==> src/rtl/vga_pixel_sink_if.sv <==
// Pixel-write stream from draw_grid / raytracer into the sink: one pixel per cycle when vga_write is high.
// No ready signal; the receiver absorbs or drops every presented pixel.
interface vga_pixel_sink_if;
  logic [7:0] vga_x;
  logic [6:0] vga_y;
  logic [2:0] vga_colour;
  logic       vga_write;

  modport master (output vga_x, vga_y, vga_colour, vga_write);
  modport slave  (input  vga_x, vga_y, vga_colour, vga_write);
endinterface

==> src/rtl/vga_pixel_sink.sv <==
// Pixel FIFO draining into the 160x120x3 framebuffer with a start/done full-screen clear; optional VGA_PIXEL_SINK_DROP_COUNT_EN.
// Pixel to fb_we in 2 cycles; no backpressure: a pixel arriving at a full FIFO is dropped and sets sticky overflow.
module vga_pixel_sink #(
  parameter int DEPTH    = 8,
  parameter int SCREEN_W = 160,
  parameter int SCREEN_H = 120
) (
  input  logic                 clock,
  input  logic                 reset,
  vga_pixel_sink_if.slave      pix,
  input  logic                 clear_start,
  input  logic [2:0]           clear_colour,
  output logic                 clear_done,
  output logic                 busy,
  output logic                 overflow,
  output logic [14:0]          fb_addr,
  output logic [2:0]           fb_data,
  output logic                 fb_we,
  output logic [7:0]           dropped_count
);

  localparam int AW = $clog2(DEPTH);
  localparam int CW = AW + 1;
  localparam logic [14:0] FB_LAST = 15'(SCREEN_W * SCREEN_H - 1);

  typedef enum logic [1:0] {IDLE, FLUSH, CLEAR, DONE} state_e;

  typedef struct packed {
    logic [14:0] addr;
    logic [2:0]  colour;
  } entry_t;

  state_e          state_q, state_d;
  entry_t          mem_q [DEPTH];
  entry_t          head;
  entry_t          push_entry;
  logic [AW-1:0]   wr_ptr_q, wr_ptr_d;
  logic [AW-1:0]   rd_ptr_q, rd_ptr_d;
  logic [CW-1:0]   count_q, count_d;
  logic [CW-1:0]   pre_cnt_q, pre_cnt_d;
  logic [14:0]     clr_addr_q, clr_addr_d;
  logic [2:0]      colour_q, colour_d;
  logic [14:0]     fb_addr_q, fb_addr_d;
  logic [2:0]      fb_data_q, fb_data_d;
  logic            fb_we_q, fb_we_d;
  logic            overflow_q, overflow_d;

  logic            in_range;
  logic            full;
  logic            pop;
  logic            push;

  assign in_range = pix.vga_write
                  && (32'(pix.vga_x) < SCREEN_W)
                  && (32'(pix.vga_y) < SCREEN_H);

  assign full = (count_q == CW'(DEPTH));

  // In FLUSH only the entries queued ahead of the clear may leave; later pixels wait for the clear.
  assign pop  = ((state_q == IDLE)  && (count_q   != '0))
             || ((state_q == FLUSH) && (pre_cnt_q != '0));

  assign push = in_range && (!full || pop);

  assign push_entry.addr   = 15'(32'(pix.vga_y) * SCREEN_W + 32'(pix.vga_x));
  assign push_entry.colour = pix.vga_colour;
  assign head              = mem_q[rd_ptr_q];

  always_comb begin
    state_d    = state_q;
    pre_cnt_d  = pre_cnt_q;
    clr_addr_d = clr_addr_q;
    colour_d   = colour_q;
    fb_addr_d  = fb_addr_q;
    fb_data_d  = fb_data_q;
    fb_we_d    = 1'b0;
    overflow_d = overflow_q | (in_range & ~push);
    count_d    = count_q + CW'(push) - CW'(pop);
    wr_ptr_d   = push ? wr_ptr_q + AW'(1) : wr_ptr_q;
    rd_ptr_d   = pop  ? rd_ptr_q + AW'(1) : rd_ptr_q;

    if (pop) begin
      fb_addr_d = head.addr;
      fb_data_d = head.colour;
      fb_we_d   = 1'b1;
    end

    unique case (state_q)
      IDLE: begin
        if (clear_start) begin
          state_d   = FLUSH;
          colour_d  = clear_colour;
          // Post-edge occupancy: includes a same-cycle push, excludes a same-cycle pop.
          pre_cnt_d = count_d;
        end
      end
      FLUSH: begin
        if (pre_cnt_q == '0) begin
          state_d    = CLEAR;
          clr_addr_d = '0;
        end else begin
          pre_cnt_d = pre_cnt_q - CW'(1);
        end
      end
      CLEAR: begin
        fb_addr_d  = clr_addr_q;
        fb_data_d  = colour_q;
        fb_we_d    = 1'b1;
        clr_addr_d = clr_addr_q + 15'd1;
        if (clr_addr_q == FB_LAST) begin
          state_d = DONE;
        end
      end
      DONE: begin
        state_d = IDLE;
      end
      default: begin
        state_d = IDLE;
      end
    endcase
  end

  always_ff @(posedge clock) begin
    if (reset) begin
      state_q <= IDLE;
    end else begin
      state_q <= state_d;
    end
  end

  always_ff @(posedge clock) begin
    if (reset) begin
      wr_ptr_q   <= '0;
      rd_ptr_q   <= '0;
      count_q    <= '0;
      pre_cnt_q  <= '0;
      clr_addr_q <= '0;
      colour_q   <= '0;
      fb_addr_q  <= '0;
      fb_data_q  <= '0;
      fb_we_q    <= 1'b0;
      overflow_q <= 1'b0;
    end else begin
      wr_ptr_q   <= wr_ptr_d;
      rd_ptr_q   <= rd_ptr_d;
      count_q    <= count_d;
      pre_cnt_q  <= pre_cnt_d;
      clr_addr_q <= clr_addr_d;
      colour_q   <= colour_d;
      fb_addr_q  <= fb_addr_d;
      fb_data_q  <= fb_data_d;
      fb_we_q    <= fb_we_d;
      overflow_q <= overflow_d;
    end
  end

  // Storage needs no reset: pointers and count define which entries are live.
  always_ff @(posedge clock) begin
    if (push) begin
      mem_q[wr_ptr_q] <= push_entry;
    end
  end

`ifdef VGA_PIXEL_SINK_DROP_COUNT_EN
  logic [7:0] drop_cnt_q, drop_cnt_d;
  logic       out_range;

  assign out_range  = pix.vga_write && !in_range;
  assign drop_cnt_d = (out_range && (drop_cnt_q != 8'hFF)) ? drop_cnt_q + 8'd1 : drop_cnt_q;

  always_ff @(posedge clock) begin
    if (reset) begin
      drop_cnt_q <= '0;
    end else begin
      drop_cnt_q <= drop_cnt_d;
    end
  end

  assign dropped_count = drop_cnt_q;
`else
  assign dropped_count = '0;
`endif

  assign fb_addr    = fb_addr_q;
  assign fb_data    = fb_data_q;
  assign fb_we      = fb_we_q;
  assign overflow   = overflow_q;
  assign clear_done = (state_q == DONE);
  assign busy       = (state_q != IDLE) || (count_q != '0);

endmodule

==> src/flat_wrapper.sv <==
// flat-port wrapper written by rule: the top's interface ports become plain ports
module vga_pixel_sink_flat 
#(
  parameter int DEPTH    = 8,
  parameter int SCREEN_W = 160,
  parameter int SCREEN_H = 120
)
  (clock, reset, clear_start, clear_colour, clear_done, busy, overflow, fb_addr, fb_data, fb_we, dropped_count, pix_vga_x, pix_vga_y, pix_vga_colour, pix_vga_write);
  vga_pixel_sink_if pix_i ();
  input  logic clock;
  input  logic reset;
  input  logic clear_start;
  input  logic [2:0] clear_colour;
  output logic clear_done;
  output logic busy;
  output logic overflow;
  output logic [14:0] fb_addr;
  output logic [2:0] fb_data;
  output logic fb_we;
  output logic [7:0] dropped_count;
  input wire logic [$bits(pix_i.vga_x)-1:0] pix_vga_x;
  input wire logic [$bits(pix_i.vga_y)-1:0] pix_vga_y;
  input wire logic [$bits(pix_i.vga_colour)-1:0] pix_vga_colour;
  input wire logic [$bits(pix_i.vga_write)-1:0] pix_vga_write;
  assign pix_i.vga_x = pix_vga_x;
  assign pix_i.vga_y = pix_vga_y;
  assign pix_i.vga_colour = pix_vga_colour;
  assign pix_i.vga_write = pix_vga_write;
  vga_pixel_sink #(.DEPTH(DEPTH), .SCREEN_W(SCREEN_W), .SCREEN_H(SCREEN_H)) u_core (.clock(clock), .reset(reset), .pix(pix_i), .clear_start(clear_start), .clear_colour(clear_colour), .clear_done(clear_done), .busy(busy), .overflow(overflow), .fb_addr(fb_addr), .fb_data(fb_data), .fb_we(fb_we), .dropped_count(dropped_count));
endmodule
==> config.mk <==
export PLATFORM = sky130hd
export DESIGN_NAME = vga_pixel_sink_flat
export DESIGN_NICKNAME = d
export VERILOG_FILES = /design/src/rtl/vga_pixel_sink_if.sv /design/src/rtl/vga_pixel_sink.sv /design/src/flat_wrapper.sv
export SDC_FILE = /design/constraint.sdc
export NUM_CORES = 1
export LEC_CHECK = 0
export ABC_AREA = 1
export CORE_ASPECT_RATIO = 1.4
export CORE_UTILIZATION = 35
export DETAILED_ROUTE_END_ITERATION = 8
export HOLD_SLACK_MARGIN = 0.03
export PLACE_DENSITY_LB_ADDON = 0.25
export SLEW_MARGIN = 10
export SYNTH_ARGS = -nofsm -noshare
export SYNTH_HDL_FRONTEND = slang
export SYNTH_SLANG_ARGS = --single-unit
==> constraint.sdc <==
create_clock -name clock -period 5.5 [get_ports clock]
set_clock_uncertainty 0.2 [all_clocks]
set_input_delay 1.1 -clock clock [delete_from_list [all_inputs] [get_ports clock]]
set_output_delay 1.1 -clock clock [all_outputs]
set_load 0.01 [all_outputs]
==> flow_summary.toml, run 1 <==
[outcome]
status = "complete, no violations"

[floorplanning]
rows = 69
ios = 55
dieArea_um2 = 26500
die_y_um = 192
die_w_um = 138
core-area_um2 = 25400
initial_utilization = 0.356

[layout]
utilization = 0.409
multiInputGateArea_um2 = 3150
fillers = 2485
fin_area_um2 = 10400
seq_area_um2 = 5470
layout.nets = 1022
drive_gt1_frac = 0.0613
syn_to_final_growth_pct = 14.8
n_antenna_cell = 0

[timing]
slew_headroom = 0.275
rsz0062_at_grt = "no"
min_period_over_period = 0.642
setup_viol = 0
tns_ns = 0
worst_slew_pin_slew_ns = 1.09
min_period_ns = 3.53
hold_viol = 0
clock.fmax_mhz = 283
slew_viol_final = 0
holdWs_ns = 0.270

[setup_path]
path_max_fanout = 8
crit_required_ns = 5.51
crit_path_start_kind = "input port"
path_cells = "clkdlybuf4s50_1 > ha_1 > ha_1 > inv_1 > fa_1 > xnor2_1 > inv_1 > nor2_1 > a21oi_1 > nor2_1"
path_class = "input port to flip-flop"
slowest_delay_ns = 0.47
critPathSlowestCell = "nor2_1"
worstSetupEndpointType = "flip-flop"
cp_data_arrival_time_ns = 3.53

[power_and_ir_drop]
p_leak_nw = 3.92
internal-power_w = 0.00317
power_w = 0.00493
combPwrFrac = 0.346
p_per_area_nw_per_um2 = 475
p_switching_w = 0.00176
clkPwrFrac = 0.268
seq_power_share = 0.386
netSwitchingFraction = 0.358
ir_drop_mv = 0.270

[synthesis]
synth_ff_type = "edfxtp_1"
synth.cell_area_um2 = 9040
yosys.area.top_type = "edfxtp_1"
netlist_instances = 928
synthArstFlopShare = 0
synth-edff-count = 144
synth-seq-cells = 201
synth_area_leaders = "edfxtp_1, dfxtp_1, nand2_1"
synth_warnings = 0
yosys.area.top_type_share = 0.478
yosysSeqAreaShare = 0.604
yosysUniqueCellTypes = 41
avgSynthCellArea_um2 = 9.75

[placed_design]
post-dp-hpwl_um = 13900
io_buffer_count = 46
place_area_um2 = 9750
gp_congestion = 0.841

[route]
first_pass_iters = 5
antenna_left = 0
wire_per_inst_um = 16.0
finalWirelength_um = 20800
vias = 6344
vias_per_cell = 4.89
drc = 0
drt-initial-drc-count = 349

[clocking]
cts_hold_buf = 0
clock_latency_ns = 0.50
clock_path_buffers = 3
cts_tree = "yes"
post_cts_buffers = 0
cts_buffers = 20
clock-sinks = 201
cts-resized-gates = 0
root_buffer = "clkbuf_16"
cts_max_level = 1
clk_pin_slew_worst_paths_ns = 0.06

[global_routing]
grt_pass1_wl_um = 32900
overflow = 0
grt_usage = 0.163
grt_pass1_vias = 6078
antenna_found_initial = 0
grt_max_degree = 74

[flow_run]
drv_cap = 0

[hold_path]
hold_class = "flip-flop to flip-flop"
==> state kept, by name, indices dropped and copies added (netlist names), named ones only <==
signal	cells
u_core.clr_addr_q	15
u_core.pre_cnt_q	4
u_core.fb_we	1
u_core.count_q	4
u_core.state_q	2
u_core.wr_ptr_q	3
u_core.colour_q	3
u_core.fb_addr	15
u_core.fb_data	3
u_core.mem_q	144
u_core.rd_ptr_q	3
u_core.overflow	1
==> worst paths after layout <==
kind	slack [ns]	cells past startpoint	from	to
setup / recovery	1.97	10	pix_vga_y[3]	u_core.mem_q[0][15]$_DFFE_PP_
setup reg to reg	2.45	7	u_core.state_q[1]$_SDFFE_PP0P_	u_core.mem_q[4][13]$_DFFE_PP_
hold / removal	0.27	2	u_core.overflow$_SDFF_PP0_	u_core.overflow$_SDFF_PP0_
hold reg to reg	0.27	2	u_core.overflow$_SDFF_PP0_	u_core.overflow$_SDFF_PP0_
==> metrics by stage <==
stage	setup WS [ns]	std cells
after global routing	1.75	1298
after floorplan	2.30	935
after detailed placement	1.40	1263
after CTS	1.92	1298
final	1.97	1298
after global placement	1.48	1263
==> power by group through the flow <==
stage          logic, W  registers, W  clock network (W)
2_1_floorplan   0.00119       0.00193                  0
3_3_place_gp    0.00171       0.00194                  0
3_5_place_dp    0.00172       0.00194                  0
4_1_cts         0.00173       0.00191            0.00135
5_1_grt         0.00195       0.00192            0.00141
6_report        0.00171       0.00190            0.00132
==> per-layer routing <==
metal	GRT usage	vias to the layer above	share of wire
met1	0.211	2995	0.44
met3	0.0195	24	0.044
li1	-	3188	-
met2	0.282	137	0.50
met4	0.0477	0	0.018
met5	0	-	0
==> cell type report <==
class	instances	share of cell area
clock buffer	27	0.0547
clock inverter	8	0.00591
inverter	62	0.0227
multi-input combinational	630	0.304
sequential	201	0.527
tap	319	0.0384
timing repair buffer	51	0.0480
==> cells by family (layout without fill, tap and decap cells) <==
kind of cell,count (synthesis),count (layout),synth area share
and+or+nand+nor,448,448,0.209
DFF,201,201,0.604
AOI/OAI and AO/OA,135,135,0.0812
buffers and inverters,104,148,0.0523
adders and majority gates,31,31,0.0454
xor gates and xnor gates,7,7,0.00678
other,1,8,0.000415
muxes,1,1,0.00111
==> synth_stat cells, types with 2 or more instances <==
master	count
xnor2_1	3
buf_4	14
dfxtp_1	57
clkinv_1	2
inv_1	55
a21boi_1	10
edfxtp_1	144
nor2_2	3
clkbuf_2	4
nand3b_1	5
nand2_4	2
nand4_1	7
a21oi_1	47
nand2_2	3
inv_2	4
ha_1	28
and3_1	3
nand3_1	73
o21ai_0	64
clkbuf_1	7
nand2_1	201
o21bai_1	2
xor2_1	4
buf_2	12
fa_1	3
a21boi_0	8
buf_1	4
nor2_1	141
nor3_1	6
==> critical path: cells and delay by family <==
kind,cells,cell delay (ns)
adder cells (fa/ha/maj),3,0.86
AND/OR/NAND/NOR,2,0.65
buffers and inverters,3,0.57
XOR/XNOR,1,0.25
AO/OA/AOI/OAI,1,0.10
==> placed cells by master (no fill, tap or decap), types with 28 or more instances in the layout <==
cell type / count
clkdlybuf4s50_1: 46
o21ai_0: 64
dfxtp_1: 55
ha_1: 28
nand3_1: 73
nand2_1: 201
a21oi_1: 47
nor2_1: 133
edfxtp_1: 144
inv_1: 55
Note: power is estimated with default switching activity, not from simulation.
==> run 2: changes to the inputs <==
- clock period: 5.5 -> 3.2 ns (I/O delays scaled with it)
==> run 2 against run 1 <==
Compared with the run above: non-clock buffer count up 38; total power up 70%; flip-flop and latch count unchanged; via count up 1.5%; critical path type unchanged.
==> flow_summary.toml, run 2 (same netlist as run 1, synthesis figures left out) <==
[floorplanning]
rows = 69
core-area_um2 = 25400
die_y_um = 192
die_w_um = 138
dieArea_um2 = 26500
initial_utilization = 0.356
ios = 55

[global_routing]
overflow = 0
grt_pass1_wl_um = 32300
grt_pass1_vias = 6268
grt_max_degree = 73
antenna_found_initial = 0
grt_usage = 0.160

[setup_path]
worstSetupEndpointType = "flip-flop"
path_cells = "clkdlybuf4s50_1 > ha_1 > ha_1 > inv_1 > fa_1 > xnor2_1 > nand3_1 > xor2_1"
path_max_fanout = 8
slowest_delay_ns = 0.49
cp_data_arrival_time_ns = 2.90
crit_path_start_kind = "input port"
timing.rr.start = "u_core.state_q[1]$_SDFFE_PP0P_"
crit_required_ns = 3.22
path_class = "input port to flip-flop"
critPathSlowestCell = "xor2_1"
cp-startpoint = "pix_vga_y[3]"
cpMostUsedCell = "ha_1"

[route]
dr_wl_met3_um = 843
drt-initial-drc-count = 328
routed-wl-met2_um = 10700
first_pass_iters = 4
finalWirelength_um = 20500
vias_per_cell = 4.83
m1WireLength_um = 8480
top_layer_used = "met4"
antenna_left = 0
vias = 6438
drc = 0
wire_per_inst_um = 15.4

[timing]
clock.fmax_mhz = 347
min_period_ns = 2.88
rsz0062_at_grt = "no"
slew_headroom = 0.469
hold_viol = 0
worst_slew_pin_slew_ns = 0.796
slew_viol_final = 0
setup_ws_ns = 0.318
min_period_over_period = 0.901
setup_viol = 0

[clocking]
cts_max_level = 1
clock-sinks = 201
cts_hold_buf = 0
post_cts_buffers = 0
clock_path_buffers = 3
clock_latency_ns = 0.50
cts-resized-gates = 0
clk_pin_slew_worst_paths_ns = 0.06
root_buffer = "clkbuf_16"
cts_buffers = 20
cts_tree = "yes"

[placed_design]
numPlacedInstances = 1301
post-dp-hpwl_um = 13500
pre_cts_ws_ns = -0.213
io_buffer_count = 46
gp_congestion = 0.811

[layout]
largest_reg_flops = 144
utilization = 0.419
n_antenna_cell = 0
regMostFlops = "u_core.mem_q"
fillers = 2492
fin_cells = 1334
drive_gt1_frac = 0.0956
syn_to_final_growth_pct = 17.7
mostFrequentLayoutCell = "nand2_1"
seq_area_um2 = 5470
layout.nets = 1060
multiInputGateArea_um2 = 3150
layout_common_cells = "nand2_1, edfxtp_1, nor2_1"

[power_and_ir_drop]
p_per_area_nw_per_um2 = 790
p_leak_nw = 4.09
ir_drop_mv = 0.412

[flow_run]
drv_cap = 0

[hold_path]
hold_start = "u_core.overflow$_SDFF_PP0_"
hold_class = "flip-flop to flip-flop"

[outcome]
status = "complete, no violations"
[run 2: final timing paths]
kind | endpoint | cells after the start | slack, ns
worst min-delay path | u_core.overflow$_SDFF_PP0_ | 2 | 0.25
worst max register to register | u_core.pre_cnt_q[2]$_SDFFE_PP0P_ | 14 | 0.36
worst max-delay path | u_core.mem_q[1][14]$_DFFE_PP_ | 8 | 0.32
worst min register to register | u_core.overflow$_SDFF_PP0_ | 2 | 0.25
[run 2: cell type report]
cell class                      count  area share
Tap cell                          319      0.0375
Clock buffer                       24      0.0504
Multi-Input combinational cell    630       0.296
Clock inverter                      9     0.00411
Timing Repair Buffer               89      0.0759
Sequential cell                   201       0.514
Inverter                           62      0.0221
[run 2: routing by layer]
| metal | vias to the layer above | track usage |
|---|---|---|
| li1 | 3255 | - |
| met1 | 3020 | 0.187 |
| met2 | 132 | 0.297 |
| met3 | 31 | 0.0190 |
| met4 | 0 | 0.0518 |
| met5 | - | 0 |
[run 2: critical path: cells and delay by family]
kind	cells	cell delay (ns)
adders and majority gates	3	0.84
xor gates and xnor gates	2	0.75
buffers and inverters	2	0.48
and+or+nand+nor	1	0.17
[run 2: metrics by stage]
stage / hold WS [ns] / total power (W) / setup TNS (ns) / area (µm²)
CTS: 0.253 / 0.00851 / 0 / 10600
finish: 0.250 / 0.00841 / 0 / 10600
global placement: 0.244 / 0.00635 / -4.14 / 10100
detailed placement: 0.244 / 0.00637 / -6.55 / 10100
global route: 0.274 / 0.00898 / 0 / 10600
floorplan: 0.248 / 0.00537 / 0 / 9070
[run 2: power by group]
| group | switching, W | internal [W] |
|---|---|---|
| Clock | 0.000935 | 0.00119 |
| Combinational | 0.00192 | 0.00107 |
| Sequential | 0.000178 | 0.00311 |
